==> config.mk <==
export PLATFORM = sky130hd
export DESIGN_NAME = mem_access_unit
export DESIGN_NICKNAME = d
export VERILOG_FILES = /design/src/rtl/mem_access_unit.sv
export SDC_FILE = /design/constraint.sdc
export NUM_CORES = 1
export LEC_CHECK = 0
export ABC_AREA = 1
export ABC_CLOCK_PERIOD_IN_PS = 1600
export BUFFER_PORTS_ARGS = -buffer_cell sky130_fd_sc_hd__buf_2
export CORE_ASPECT_RATIO = 0.7
export CORE_MARGIN = 3
export CORE_UTILIZATION = 45
export DETAILED_ROUTE_END_ITERATION = 10
export GPL_TIMING_DRIVEN = 0
export PLACE_DENSITY = 0.77
export SLEW_MARGIN = 20
export SYNTH_ARGS = -nofsm -noshare
export SYNTH_HDL_FRONTEND = slang
export SYNTH_SLANG_ARGS = --single-unit
==> constraint.sdc <==
create_clock -name clock -period 1.6 [get_ports clock]
set_input_delay 0.08 -clock clock [delete_from_list [all_inputs] [get_ports clock]]
set_output_delay 0.08 -clock clock [all_outputs]
set_load 0.05 [all_outputs]
==> src/rtl/mem_access_unit.sv <==
// mem_access_unit
//   Load/store front-end for a byte-addressed, big-endian data memory with a
//   32-bit word port. Turns byte/halfword/word requests into aligned word
//   reads and writes, extends sub-word load results, and does read-modify-
//   write for sub-word stores. Misaligned or illegal requests complete in one
//   cycle with error=1 and never touch memory.
//
//   Ports
//     clock, reset                  clock, synchronous active-high reset
//     req_load, req_store           request strobes, sampled only in IDLE
//     size, load_unsigned           00 byte / 01 half / 10 word / 11 illegal
//     addr, store_data              byte address and store operand
//     busy, done, error             status; error valid with done
//     load_data                     extended load result, held until next load
//     mem_address, mem_write_data   aligned word address / write word
//     mem_read, mem_write           single-cycle memory strobes
//     mem_read_data                 memory output, valid the cycle after mem_read
//
//   state  | meaning
//   IDLE   | waiting for a request; decodes and latches it
//   RD     | mem_read strobe for the aligned word
//   EXT    | read data valid: extend into load_data or merge into write word
//   WR     | mem_write strobe for the aligned word
//   DONE   | one-cycle done pulse, error as decoded in IDLE

module mem_access_unit #(
   parameter int ADDR_WIDTH = 11
) (
   input  logic                  clock,
   input  logic                  reset,
   input  logic                  req_load,
   input  logic                  req_store,
   input  logic [1:0]            size,
   input  logic                  load_unsigned,
   input  logic [ADDR_WIDTH-1:0] addr,
   input  logic [31:0]           store_data,
   output logic                  busy,
   output logic                  done,
   output logic                  error,
   output logic [31:0]           load_data,
   output logic [ADDR_WIDTH-1:0] mem_address,
   output logic [31:0]           mem_write_data,
   output logic                  mem_read,
   output logic                  mem_write,
   input  logic [31:0]           mem_read_data
);

   typedef enum logic [2:0] {
      S_IDLE,
      S_RD,
      S_EXT,
      S_WR,
      S_DONE
   } state_t;

   state_t      state, state_nx;

   logic [1:0]  offs_q;
   logic [1:0]  size_q;
   logic        uns_q;
   logic        load_q;
   logic        err_q;
   logic [31:0] sdata_q;

   logic        accept;
   logic        req_illegal;
   logic        req_misaligned;
   logic        req_err;
   logic        word_store;

   logic [7:0]  byte_sel;
   logic [15:0] half_sel;
   logic [31:0] load_ext;
   logic [31:0] merged;

   assign accept         = (state == S_IDLE) && (req_load || req_store);
   assign req_illegal    = (req_load && req_store) || (size == 2'b11);
   assign req_misaligned = ((size == 2'b01) && addr[0]) ||
                           ((size == 2'b10) && (addr[1:0] != 2'b00));
   assign req_err        = req_illegal || req_misaligned;
   assign word_store     = req_store && !req_load && (size == 2'b10);

   always_comb begin
      state_nx = state;
      case (state)
         S_IDLE: begin
            if (accept) begin
               if (req_err)         state_nx = S_DONE;
               else if (word_store) state_nx = S_WR;
               else                 state_nx = S_RD;
            end
         end
         S_RD:    state_nx = S_EXT;
         S_EXT:   state_nx = load_q ? S_DONE : S_WR;
         S_WR:    state_nx = S_DONE;
         S_DONE:  state_nx = S_IDLE;
         default: state_nx = S_IDLE;
      endcase
   end

   assign busy      = (state != S_IDLE);
   assign done      = (state == S_DONE);
   assign error     = (state == S_DONE) && err_q;
   assign mem_read  = (state == S_RD);
   assign mem_write = (state == S_WR);

   // Big-endian lane select: offset 0 is the most significant byte.
   always_comb begin
      byte_sel = 8'h00;
      case (offs_q)
         2'd0: byte_sel = mem_read_data[31:24];
         2'd1: byte_sel = mem_read_data[23:16];
         2'd2: byte_sel = mem_read_data[15:8];
         2'd3: byte_sel = mem_read_data[7:0];
         default: byte_sel = 8'h00;
      endcase
   end

   assign half_sel = offs_q[1] ? mem_read_data[15:0] : mem_read_data[31:16];

   always_comb begin
      load_ext = mem_read_data;
      case (size_q)
         2'b00:   load_ext = {{24{~uns_q & byte_sel[7]}}, byte_sel};
         2'b01:   load_ext = {{16{~uns_q & half_sel[15]}}, half_sel};
         default: load_ext = mem_read_data;
      endcase
   end

   always_comb begin
      merged = mem_read_data;
      if (size_q == 2'b00) begin
         case (offs_q)
            2'd0: merged[31:24] = sdata_q[7:0];
            2'd1: merged[23:16] = sdata_q[7:0];
            2'd2: merged[15:8]  = sdata_q[7:0];
            2'd3: merged[7:0]   = sdata_q[7:0];
            default: merged = mem_read_data;
         endcase
      end else if (offs_q[1]) begin
         merged[15:0] = sdata_q[15:0];
      end else begin
         merged[31:16] = sdata_q[15:0];
      end
   end

   always_ff @(posedge clock) begin
      if (reset) begin
         state          <= S_IDLE;
         offs_q         <= 2'b00;
         size_q         <= 2'b00;
         uns_q          <= 1'b0;
         load_q         <= 1'b0;
         err_q          <= 1'b0;
         sdata_q        <= 32'h0;
         load_data      <= 32'h0;
         mem_address    <= '0;
         mem_write_data <= 32'h0;
      end else begin
         state <= state_nx;
         if (accept) begin
            offs_q      <= addr[1:0];
            size_q      <= size;
            uns_q       <= load_unsigned;
            load_q      <= req_load;
            err_q       <= req_err;
            sdata_q     <= store_data;
            mem_address <= {addr[ADDR_WIDTH-1:2], 2'b00};
            // Word stores skip the read, so the write word is ready at once.
            if (!req_err && word_store)
               mem_write_data <= store_data;
         end
         if (state == S_EXT) begin
            if (load_q) load_data      <= load_ext;
            else        mem_write_data <= merged;
         end
      end
   end

endmodule

==> run_results.csv <==
group,metric,value,unit
setup_path,endpoint_kind,"flip-flop",
finish,mostFrequentLayoutCells,"nand2_1 (293), buf_2 (164), nand3_1 (107)",
pwr,total_power,0.00804,W
finish,instances_no_fill,1274,
clock_network,numCtsBuffers,9,
synth,synth-seq-cells,99,
floorplanning,die_w,142,µm
finish,final_common_cell,"nand2_1",
global_route,grt_antenna_before_repair,0,
route,top_layer_used,"met4",
setup_path,critical_path_required,1.84,ns
pwr,combPwrFrac,0.373,
clock_network,clkSinkCount,99,
sta,worst_slew_pin_slew,0.653,ns
setup_path,worstPathMaxFanout,10,
finish,syn_to_final_growth,27.4,%
floorplanning,initial_core_util,0.477,
sta,fin_crit_sh,0.977,
setup_path,r2r_setup_slack,0.04,ns
route,wl_met2,8490,µm
sta,hold_viol_final,0,
clock_network,cts_tree,"done",
global_route,overflow,0,
synth,synth.avg_cell_area,6.23,µm²
floorplanning,core_area,12100,µm²
floorplanning,die_area,14300,µm²
min_path,min_path_type,"in -> reg",
pwr,p_leak,3.88,nW
pwr,p_seq_frac,0.348,
sta,rsz0062_at_grt,"true",
pwr,peakVddDrop,632,µV
synth,synth_cell_type_count,29,
pwr,power.share.switching,0.405,
route,via_per_inst,5.50,
pwr,internal_power,0.00478,W
place,dp_cells,1245,
clock_network,cts-root-buf,"clkbuf_16",
route,wl_met1,9980,µm
place,port-buffer-count,158,
setup_path,cp_slowest_cell,"dfxtp_2",
synth,synth_area,5790,µm²
global_route,grt_pass1_vias,6234,
sta,fin_skew,0.00928,ns
clock_network,clk_pin_slew,0.07,ns
setup_path,timing.critical_path.to,"mem_write_data[4]",
finish,antennaDiodeCount,0,
clock_network,clk_path_buf_depth,2,
pwr,switching_power,0.00325,W
sta,fmax,640,MHz
min_path,hp-start,"store_data[9]",
route,first_pass_iters,5,
route,drcViolationCount,0,
global_route,grt_usage,0.293,
place,hpwl,16800,µm
sta,layout_min_cycle_time,1.56,ns
setup_path,critPathArrivalTime,1.80,ns
global_route,grt_max_degree,17,
synth,ys_seq_area_frac,0.342,
setup_path,crit_start,"state[2]",
setup_path,rr_startpoint,"state[2]",
run_status,run_status,"completed",
run,drv_cap,0,
floorplanning,die_h,101,µm
route,wl_met3,2700,µm
place,gp_congestion,1.03,
pwr,cellPowerDensity,1090,nW/µm²
route,antenna_left,0,
setup_path,r2r_end,"mem_write_data[4]",
clock_network,insertion_delay,0.35,ns
floorplanning,row_count,33,
sta,maxSlewViolCount,0,
setup_path,ff2ff_path_depth,8,
floorplanning,io_pins,162,
clock_network,htreeDepth,3,
setup_path,path_cells,"nor2_4, nand2_1, nor2_4, buf_4, buf_6, nand3_1, nand2_1, a21oi_1",
global_route,grt_pass1_wl,32900,µm
finish,nNetsFinal,1194,
sta,setup_violations,0,
route,wire_per_inst,17.0,µm
sta,relSlewSlack,0.564,
route,drt-initial-drc-count,888,
setup_path,path_class,"reg -> reg",
synth,yosysWarnings,0,
synth,synthCells,929,
route,vias,7009,
finish,final_layout_size_suffix_gt1_frac,0.228,
route,routed_wl,21600,µm
setup_path,cp-start-kind,"flip-flop",
setup_path,cp_slowest_stage_delay,0.36,ns
pwr,p_clk_frac,0.279,
## how the worst min path moves through the flow
stage	endpoint	slack, ns	cells after the start
global placement	mem_address[4]	0.33	3
finish	sdata_q[9]	0.007	3
CTS	sdata_q[11]	0.001	3
global route	sdata_q[11]	0.002	3
floorplan	mem_address[10]	0.22	2
detailed placement	mem_address[10]	0.33	3
## flip-flops by register name, indices dropped and copies added (netlist names)
name and flops:
load_q 1, err_q 1, mem_address 9, load_data 32, size_q 2, offs_q 2, uns_q 1, sdata_q 16
mem_write_data 32, state 3
## cells by family (layout without fill, tap and decap cells)
family,count (synthesis),after routing,share of synthesized area
and+or+nand+nor,456,456,0.331
AOI/OAI and AO/OA,211,211,0.203
buffers and inverters,162,349,0.123
DFF,99,99,0.342
other,1,2,0.000648
## cells in the mapped netlist (all sizes together)
library cell    n  area share
a21oi          88       0.076
a31oi           8      0.0086
and2            1      0.0011
buf            40       0.043
clkbuf         20       0.013
clkinv          1     0.00065
conb            1     0.00065
dfxtp          99        0.34
inv           101       0.066
nand2         299        0.20
nand3         111       0.097
nand4           2      0.0032
nor2           40       0.030
nor3            3      0.0026
o211ai         27       0.035
o21a           16       0.021
o21ai          70       0.061
o22ai           2      0.0022
## stage by stage
stage               setup WS, ns  area (µm²)  TNS [ns]  hold slack [ns]   util
finish                    0.0375        7380         0          0.00711  0.608
global route             -0.0193        7380    -0.103          0.00186  0.608
CTS                      0.00122        7230         0          0.00126  0.595
detailed placement        -0.141        6800     -2.36            0.335  0.560
global placement          -0.206        6800     -3.73            0.330  0.560
floorplan                 -0.112        5810    -0.112            0.223      -
## per-layer routing
metal,vias to the layer above,track usage
met5,-,0
met4,0,0.0730
met3,39,0.0811
met2,405,0.408
met1,3175,0.442
li1,3390,-
## area by class of cell
type | instances | area, µm²
inverter | 102 | 395
clock buffer | 11 | 233
multi-input combinational | 669 | 3200
buffer | 60 | 385
tap | 157 | 196
sequential | 99 | 1990
clock inverter | 5 | 61.3
fill | 1234 | 4760
timing repair buffer | 171 | 916
## power groups by stage
stage                     combinational [W]  sequential [W]  clock [W]
after floorplan                     0.00163         0.00311          0
after CTS                           0.00279         0.00278    0.00226
final                               0.00300         0.00279    0.00224
after global routing                0.00325         0.00281    0.00235
after global placement              0.00272         0.00283          0
after detailed placement            0.00273         0.00283          0
## critical path, delay by kind of cell, from the launching register on
family          cells  cell delay [ns]
simple gates        5             0.67
buf+inv             2             0.38
compound gates      1             0.05
flops               1             0.36
## timing repair
| item | 4_1_cts | 5_1_grt |
|---|---|---|
| setup endpoints to repair | 46 | 93 |
| buffers inserted | 0 | 3 |
| hold buffers | 10 | 0 |
| endpoints found under the hold margin | 10 | 0 |
| gates resized for setup | 16 | 42 |
| pin swaps | 0 | 3 |
No activity file was read; power rests on OpenSTA's default activity.
